<file path="src/rtl/rotation_ram_arbiter_pkg.sv">
// Shared types and constants for the rotation buffer SDRAM arbiter.
// Burst defaults and data width match the scandoubler side.
package rotation_ram_arbiter_pkg;

    localparam int DATA_W     = 16;
    localparam int IDX_W      = 21;
    localparam int CNT_W      = 5;
    localparam int STARVE_W   = 8;
    localparam int DEF_WR_LEN = 16;
    localparam int DEF_RD_LEN = 8;

    typedef enum logic [1:0] {
        ST_IDLE,
        ST_WR_BURST,
        ST_RD_BURST,
        ST_GAP
    } state_e;

    function automatic logic [IDX_W-1:0] word_index(
        input logic       frame,
        input logic [9:0] row,
        input logic [9:0] col
    );
        return {frame, row, col};
    endfunction

endpackage

</file>
<file path="src/rtl/rotation_ram_arbiter_if.sv">
// Scandoubler vidin/vidout streams and the SDRAM burst port.
// master = arbiter side, slave = requesters plus RAM controller.
interface rotation_ram_arbiter_if #(
    parameter int ADDR_W = 24
);
    import rotation_ram_arbiter_pkg::*;

    logic              vidin_req;
    logic              vidin_frame;
    logic [9:0]        vidin_row;
    logic [9:0]        vidin_col;
    logic [DATA_W-1:0] vidin_d;
    logic              vidin_ack;
    logic              vidout_req;
    logic              vidout_frame;
    logic [9:0]        vidout_row;
    logic [9:0]        vidout_col;
    logic [DATA_W-1:0] vidout_d;
    logic              vidout_ack;
    logic              ram_req;
    logic              ram_we;
    logic [ADDR_W-1:0] ram_addr;
    logic [DATA_W-1:0] ram_wdata;
    logic [DATA_W-1:0] ram_rdata;
    logic              ram_ack;
    logic              rd_starved;

    modport master (
        input  vidin_req, vidin_frame, vidin_row, vidin_col, vidin_d,
        input  vidout_req, vidout_frame, vidout_row, vidout_col,
        input  ram_rdata, ram_ack,
        output vidin_ack, vidout_d, vidout_ack,
        output ram_req, ram_we, ram_addr, ram_wdata, rd_starved
    );

    modport slave (
        output vidin_req, vidin_frame, vidin_row, vidin_col, vidin_d,
        output vidout_req, vidout_frame, vidout_row, vidout_col,
        output ram_rdata, ram_ack,
        input  vidin_ack, vidout_d, vidout_ack,
        input  ram_req, ram_we, ram_addr, ram_wdata, rd_starved
    );

endinterface

</file>
<file path="src/rtl/rotation_ram_arbiter_addr.sv">
// Linear word address: base + {frame,row,col} + burst word count.
// Column overflow carries into row on purpose.
module rotation_ram_arbiter_addr
    import rotation_ram_arbiter_pkg::*;
#(
    parameter int                ADDR_W    = 24,
    parameter logic [ADDR_W-1:0] BASE_ADDR = '0
) (
    input  logic [IDX_W-1:0]  idx,
    input  logic [CNT_W-1:0]  wcnt,
    output logic [ADDR_W-1:0] addr
);

    assign addr = BASE_ADDR + ADDR_W'(idx) + ADDR_W'(wcnt);

endmodule

</file>
<file path="src/rtl/rotation_ram_arbiter.sv">
// Read-first burst arbiter between rotation capture and display fetch.
// A GAP cycle separates every burst for bus turnaround.
module rotation_ram_arbiter
    import rotation_ram_arbiter_pkg::*;
#(
    parameter int                ADDR_W     = 24,
    parameter logic [ADDR_W-1:0] BASE_ADDR  = '0,
    parameter int                WR_LEN     = DEF_WR_LEN,
    parameter int                RD_LEN     = DEF_RD_LEN,
    parameter int                MAX_RD_RUN = 4
) (
    input  logic                   clk_sys,
    input  logic                   reset_n,
    rotation_ram_arbiter_if.master bus
);

    localparam int RUN_W = $clog2(MAX_RD_RUN + 1);

    state_e              state_q, state_d;
    logic [IDX_W-1:0]    idx_q, idx_d;
    logic [CNT_W-1:0]    wcnt_q, wcnt_d;
    logic [RUN_W-1:0]    rd_run_q, rd_run_d;
    logic [STARVE_W-1:0] starve_q, starve_d;
    logic                starved_q, starved_d;
    logic                vidout_ack_q, vidout_ack_d;
    logic [DATA_W-1:0]   vidout_d_q, vidout_d_d;

    logic                in_burst;
    logic                rd_wins;
    logic [CNT_W-1:0]    last_word;
    logic [ADDR_W-1:0]   addr_w;

    assign in_burst  = (state_q == ST_WR_BURST) ||
                       (state_q == ST_RD_BURST);
    assign last_word = (state_q == ST_WR_BURST) ?
                       CNT_W'(WR_LEN - 1) : CNT_W'(RD_LEN - 1);
    // A pending write only overrides reads once the read run is used up.
    assign rd_wins   = bus.vidout_req &&
                       !(bus.vidin_req &&
                         rd_run_q == RUN_W'(MAX_RD_RUN));

    rotation_ram_arbiter_addr #(
        .ADDR_W    (ADDR_W),
        .BASE_ADDR (BASE_ADDR)
    ) u_addr (
        .idx  (idx_q),
        .wcnt (wcnt_q),
        .addr (addr_w)
    );

    always_comb begin
        state_d      = state_q;
        idx_d        = idx_q;
        wcnt_d       = wcnt_q;
        rd_run_d     = rd_run_q;
        starve_d     = starve_q;
        vidout_ack_d = 1'b0;
        vidout_d_d   = vidout_d_q;

        unique case (state_q)
            ST_IDLE: begin
                if (rd_wins) begin
                    state_d = ST_RD_BURST;
                    idx_d   = word_index(bus.vidout_frame,
                                         bus.vidout_row,
                                         bus.vidout_col);
                    if (bus.vidin_req)
                        rd_run_d = rd_run_q + 1'b1;
                end else if (bus.vidin_req) begin
                    state_d  = ST_WR_BURST;
                    idx_d    = word_index(bus.vidin_frame,
                                          bus.vidin_row,
                                          bus.vidin_col);
                    rd_run_d = '0;
                end
            end
            ST_WR_BURST, ST_RD_BURST: begin
                if (bus.ram_ack) begin
                    if (wcnt_q == last_word) begin
                        wcnt_d  = '0;
                        state_d = ST_GAP;
                    end else begin
                        wcnt_d = wcnt_q + 1'b1;
                    end
                end
            end
            ST_GAP: state_d = ST_IDLE;
            default: state_d = ST_IDLE;
        endcase

        if (state_q == ST_RD_BURST && bus.ram_ack) begin
            vidout_ack_d = 1'b1;
            vidout_d_d   = bus.ram_rdata;
        end

        if (state_q == ST_IDLE && state_d == ST_RD_BURST)
            starve_d = '0;
        else if (bus.vidout_req && state_q != ST_RD_BURST &&
                 starve_q != '1)
            starve_d = starve_q + 1'b1;

        starved_d = starved_q ||
                    (starve_q > STARVE_W'(WR_LEN + 4));
    end

    always_ff @(posedge clk_sys or negedge reset_n) begin
        if (!reset_n) begin
            state_q      <= ST_IDLE;
            idx_q        <= '0;
            wcnt_q       <= '0;
            rd_run_q     <= '0;
            starve_q     <= '0;
            starved_q    <= 1'b0;
            vidout_ack_q <= 1'b0;
            vidout_d_q   <= '0;
        end else begin
            state_q      <= state_d;
            idx_q        <= idx_d;
            wcnt_q       <= wcnt_d;
            rd_run_q     <= rd_run_d;
            starve_q     <= starve_d;
            starved_q    <= starved_d;
            vidout_ack_q <= vidout_ack_d;
            vidout_d_q   <= vidout_d_d;
        end
    end

    assign bus.ram_req    = in_burst;
    assign bus.ram_we     = (state_q == ST_WR_BURST);
    assign bus.ram_addr   = in_burst ? addr_w : '0;
    assign bus.ram_wdata  = bus.vidin_d;
    assign bus.vidin_ack  = (state_q == ST_WR_BURST) && bus.ram_ack;
    assign bus.vidout_ack = vidout_ack_q;
    assign bus.vidout_d   = vidout_d_q;
    assign bus.rd_starved = starved_q;

endmodule
</file>
<file path="src/flat_wrapper.sv">
// flat-port wrapper written by rule: the top's interface ports become plain ports
module rotation_ram_arbiter_flat import rotation_ram_arbiter_pkg::*;
#(
    parameter int                ADDR_W     = 24,
    parameter logic [ADDR_W-1:0] BASE_ADDR  = '0,
    parameter int                WR_LEN     = DEF_WR_LEN,
    parameter int                RD_LEN     = DEF_RD_LEN,
    parameter int                MAX_RD_RUN = 4
)
  (clk_sys, reset_n, bus_vidin_req, bus_vidin_frame, bus_vidin_row, bus_vidin_col, bus_vidin_d, bus_vidout_req, bus_vidout_frame, bus_vidout_row, bus_vidout_col, bus_ram_rdata, bus_ram_ack, bus_vidin_ack, bus_vidout_d, bus_vidout_ack, bus_ram_req, bus_ram_we, bus_ram_addr, bus_ram_wdata, bus_rd_starved);
  rotation_ram_arbiter_if #(.ADDR_W(ADDR_W)) bus_i ();
  input  logic clk_sys;
  input  logic reset_n;
  input wire logic [$bits(bus_i.vidin_req)-1:0] bus_vidin_req;
  input wire logic [$bits(bus_i.vidin_frame)-1:0] bus_vidin_frame;
  input wire logic [$bits(bus_i.vidin_row)-1:0] bus_vidin_row;
  input wire logic [$bits(bus_i.vidin_col)-1:0] bus_vidin_col;
  input wire logic [$bits(bus_i.vidin_d)-1:0] bus_vidin_d;
  input wire logic [$bits(bus_i.vidout_req)-1:0] bus_vidout_req;
  input wire logic [$bits(bus_i.vidout_frame)-1:0] bus_vidout_frame;
  input wire logic [$bits(bus_i.vidout_row)-1:0] bus_vidout_row;
  input wire logic [$bits(bus_i.vidout_col)-1:0] bus_vidout_col;
  input wire logic [$bits(bus_i.ram_rdata)-1:0] bus_ram_rdata;
  input wire logic [$bits(bus_i.ram_ack)-1:0] bus_ram_ack;
  output wire logic [$bits(bus_i.vidin_ack)-1:0] bus_vidin_ack;
  output wire logic [$bits(bus_i.vidout_d)-1:0] bus_vidout_d;
  output wire logic [$bits(bus_i.vidout_ack)-1:0] bus_vidout_ack;
  output wire logic [$bits(bus_i.ram_req)-1:0] bus_ram_req;
  output wire logic [$bits(bus_i.ram_we)-1:0] bus_ram_we;
  output wire logic [$bits(bus_i.ram_addr)-1:0] bus_ram_addr;
  output wire logic [$bits(bus_i.ram_wdata)-1:0] bus_ram_wdata;
  output wire logic [$bits(bus_i.rd_starved)-1:0] bus_rd_starved;
  assign bus_i.vidin_req = bus_vidin_req;
  assign bus_i.vidin_frame = bus_vidin_frame;
  assign bus_i.vidin_row = bus_vidin_row;
  assign bus_i.vidin_col = bus_vidin_col;
  assign bus_i.vidin_d = bus_vidin_d;
  assign bus_i.vidout_req = bus_vidout_req;
  assign bus_i.vidout_frame = bus_vidout_frame;
  assign bus_i.vidout_row = bus_vidout_row;
  assign bus_i.vidout_col = bus_vidout_col;
  assign bus_i.ram_rdata = bus_ram_rdata;
  assign bus_i.ram_ack = bus_ram_ack;
  assign bus_vidin_ack = bus_i.vidin_ack;
  assign bus_vidout_d = bus_i.vidout_d;
  assign bus_vidout_ack = bus_i.vidout_ack;
  assign bus_ram_req = bus_i.ram_req;
  assign bus_ram_we = bus_i.ram_we;
  assign bus_ram_addr = bus_i.ram_addr;
  assign bus_ram_wdata = bus_i.ram_wdata;
  assign bus_rd_starved = bus_i.rd_starved;
  rotation_ram_arbiter #(.ADDR_W(ADDR_W), .BASE_ADDR(BASE_ADDR), .WR_LEN(WR_LEN), .RD_LEN(RD_LEN), .MAX_RD_RUN(MAX_RD_RUN)) u_core (.clk_sys(clk_sys), .reset_n(reset_n), .bus(bus_i));
endmodule
</file>
<file path="config.mk">
export PLATFORM = sky130hd
export DESIGN_NAME = rotation_ram_arbiter_flat
export DESIGN_NICKNAME = d
export VERILOG_FILES = /design/src/rtl/rotation_ram_arbiter_pkg.sv /design/src/rtl/rotation_ram_arbiter_if.sv /design/src/rtl/rotation_ram_arbiter_addr.sv /design/src/rtl/rotation_ram_arbiter.sv /design/src/flat_wrapper.sv
export SDC_FILE = /design/constraint.sdc
export NUM_CORES = 1
export LEC_CHECK = 0
export BUFFER_PORTS_ARGS = -buffer_cell sky130_fd_sc_hd__buf_2
export CAP_MARGIN = 10
export CORE_ASPECT_RATIO = 1.4
export CORE_MARGIN = 2
export CORE_UTILIZATION = 35
export DETAILED_ROUTE_END_ITERATION = 12
export SLEW_MARGIN = 25
export SYNTH_ARGS = -nofsm -noshare
export SYNTH_HDL_FRONTEND = slang
export SYNTH_SLANG_ARGS = --single-unit
</file>
<file path="constraint.sdc">
create_clock -name clk_sys -period 3.9 [get_ports clk_sys]
set_input_delay 0.78 -clock clk_sys [delete_from_list [all_inputs] [get_ports clk_sys]]
set_output_delay 0.78 -clock clk_sys [all_outputs]
set_load 0.05 [all_outputs]
</file>
==> results.ini <==
[worst_hold_path]
timing.hold.worst.class = in -> async

[floorplanning]
dieArea_um2 = 10730
dieWidth_um = 88.12
core_region_area_um2 = 9792
die_height_um = 121.8
core.rowCount = 43
pin_count = 140
initial_core_util_pct = 35.41

[power]
post-layout-total-power_mw = 4.104
total_switching_power_mw = 2.139
pwr_density_cell_nw_per_um2 = 959.1
power.internal_mw = 1.965
logic_gate_share_of_total_power_pct = 55.9
clock_group_share_of_total_power_pct = 17.7
seq_power_share_pct = 26.4
p_leak_nw = 2.046
peakVddDrop_mv = 0.4450
p_sw_share_pct = 52.12

[finish]
layout.cells.most_common_list = 104 x buf_2, 57 x dfrtp_1, 41 x nand2_1, 37 x o21ai_0, 25 x mux2i_1
num-fill-cells = 1011
syn_to_final_growth_pct = 23.42
multi_input_area_um2 = 1805
diodes = 0
seqCellArea_um2 = 1426
design.final.nets = 546
drive_above_1_share_pct = 31.22
final_common_cell = buf_2

[timing]
final.setup.tns_ns = 0
max_slew.worst_pin.slew_ns = 0.7896
drv_slew = 0
finalCritPeriodShare_pct = 88.08
setup_slack_ns = 0.4648
rsz0062_at_grt = false
number_of_hold_violations_in_the_final_report = 0
fmax_ghz = 0.2911
maxSlewHeadroom_pct = 46.62
clock-skew-final_ns = 0.006233
setup_violations = 0
period_minus_slack_ns = 3.435

[global_routing]
grt_first_pass_wirelength_um = 13470
groute.usage.overall_pct = 16.20
grt_pass1_vias = 2902
number_of_antenna_violations_at_the_first_check_in_global_routing = 0
globalRouteOverflowTotal = 0
pin_count_of_the_biggest_net_entering_global_routing = 48

[yosys]
synthCells = 366
mappedNetlistArea_um2 = 3467
synth_cell_type_count = 46
synth_async_sr_flop_share_pct = 100.0
syn_area_per_cell_um2 = 9.473
cell_taking_the_most_area_after_synthesis = dfrtp_1
ys_seq_elements = 57
synth-seq-area-share_pct = 41.14
synth_top_cells_by_area = dfrtp_1 41%, mux2i_1 7.2%, mux2_2 5.8%, o21ai_0 5.3%, ha_1 4.7%
synth_enable_flop_cells = 0
synth_top_area_share_pct = 41.14
yosys_most_used_dff = dfrtp_1
synthesis.yosys.warnings = 0

[route]
dr.first_iter.drc_count = 165
wl_per_cell_um = 13.75
drc_errors = 0
postRouteWirelength_um = 8153
postRouteAntennaNets = 0
drtPass1Iterations = 4
via_per_inst = 5.066
num_vias = 3004

[critical_path]
cp.arrival_ns = 2.66
worstPathBufferInverterCount = 1
cpMostUsedCell = or4_1
rrSetupSlack_ns = 1.52
crit_chain = nand4_1, or4_1, or4_1, a21oi_1, buf_2
worstSetupStartpointType = flip-flop
worstSetupPathType = reg -> out
crit_path_end_kind = primary output
crit_slowest_cell = or4_1
worstPathRequired_ns = 3.12
worst_path_dominant_cell_family = simple AND/OR/NAND/NOR gates
crit_path_max_fanout = 9
worst_path_largest_cell_delay_ns = 0.68

[place]
place.gp.congestion = 0.7857
place_hpwl_um = 5926
pre_cts_ws_ns = 0.8299
io_buffer_count = 105

[flow_run]
maxCapViolations = 0

[clock_network]
cts-htree-levels = 3
clockRootBuffer = clkbuf_16
numClockSinks = 57
hold_buffers = 0
postCtsResizedCells = 0
clk-insertion-delay-late_ns = 0.33
tritoncts = done
post-cts-setup-buffer-count = 0
cts.reportedPaths.clkPinSlew_ns = 0.05
clock_tree.buffer_depth = 2
tritoncts.num_buffers = 9

[status]
outcome = finished, final reports clean

## metal layers
metal	share of wire (%)	GRT usage (%)	up-vias
met1	43	20.35	1422
met4	2.9	10.42	0
met3	4.4	2.236	15
met5	0	0	-
li1	-	-	1485
met2	50	25.80	82
## through the flow
step	hold slack (ns)	util (%)	cell area (µm²)	instances
3_5_place_dp	0.4555	40.89	4004	577
4_1_cts	0.4692	43.70	4279	593
6_report	0.4676	43.70	4279	593
3_3_place_gp	0.4556	40.86	4001	577
2_1_floorplan	0.4538	-	3471	367
5_1_grt	0.5007	43.70	4279	593
## worst reg2reg max path: stages, from the launching register on
cell and delay (ns):
dfrtp_1 0.38, inv_1 0.09, ha_1 0.69, inv_1 0.40, or4_1 0.60, o2bb2ai_1 0.15
## flip-flops by register name (all words and copies together) (netlist names)
register / count
u_core.bus.vidout_d: 16
u_core.starve_q: 8
u_core.state_q: 2
u_core.idx_q: 21
u_core.rd_run_q: 3
u_core.bus.vidout_ack: 1
u_core.bus.rd_starved: 1
u_core.wcnt_q: 5
## power by group through the flow
stage	sequential, mW	clock [mW]	combinational (mW)
2_1_floorplan	1.35	0	1.54
3_3_place_gp	1.08	0	2.27
3_5_place_dp	1.09	0	2.31
4_1_cts	1.08	0.745	2.31
5_1_grt	1.13	0.771	2.50
6_report	1.08	0.726	2.29
## logic make-up after synthesis
group,after synthesis,synth area share (%)
xor gates and xnor gates,4,1.011
buffers and inverters,46,7.001
other,1,0.1082
muxes,43,13.06
DFF,57,41.14
AOI/OAI and AO/OA,88,15.41
and+or+nand+nor,113,17.00
adders and majority gates,14,5.269
## cells in the mapped netlist (all sizes together) (5+ instances only)
master  count
a21oi      17
buf        21
clkbuf     13
dfrtp      57
ha         13
inv        12
mux2       18
mux2i      25
nand2      41
nand2b      6
nand3      11
nand4       5
nor2        9
nor4        5
o21ai      38
o31ai      10
or3         6
or4        10
## layout make-up
type                       instances  area share [%]
timing repair buffer             109           13.04
multi-input combinational        264           42.19
clock buffer                      13           6.082
sequential                        57           33.33
clock inverter                     3          0.3509
inverter                          12           1.053
tap                              135           3.947
## worst paths after layout
path,cells past startpoint,from,end
hold reg to reg,2,u_core.bus.rd_starved$_DFF_PN0_,u_core.bus.rd_starved$_DFF_PN0_
max in group asynchronous,2,reset_n,u_core.bus.vidout_d[0]$_DFFE_PN0P_
hold / removal,1,reset_n,u_core.idx_q[12]$_DFFE_PN0P_
setup reg to reg,5,u_core.state_q[0]$_DFF_PN0_,u_core.wcnt_q[3]$_DFFE_PN0P_
min in group clk_sys,2,u_core.bus.rd_starved$_DFF_PN0_,u_core.bus.rd_starved$_DFF_PN0_
setup / recovery,5,u_core.idx_q[5]$_DFFE_PN0P_,bus_ram_addr[18]
No activity file was read; power rests on OpenSTA's default activity.
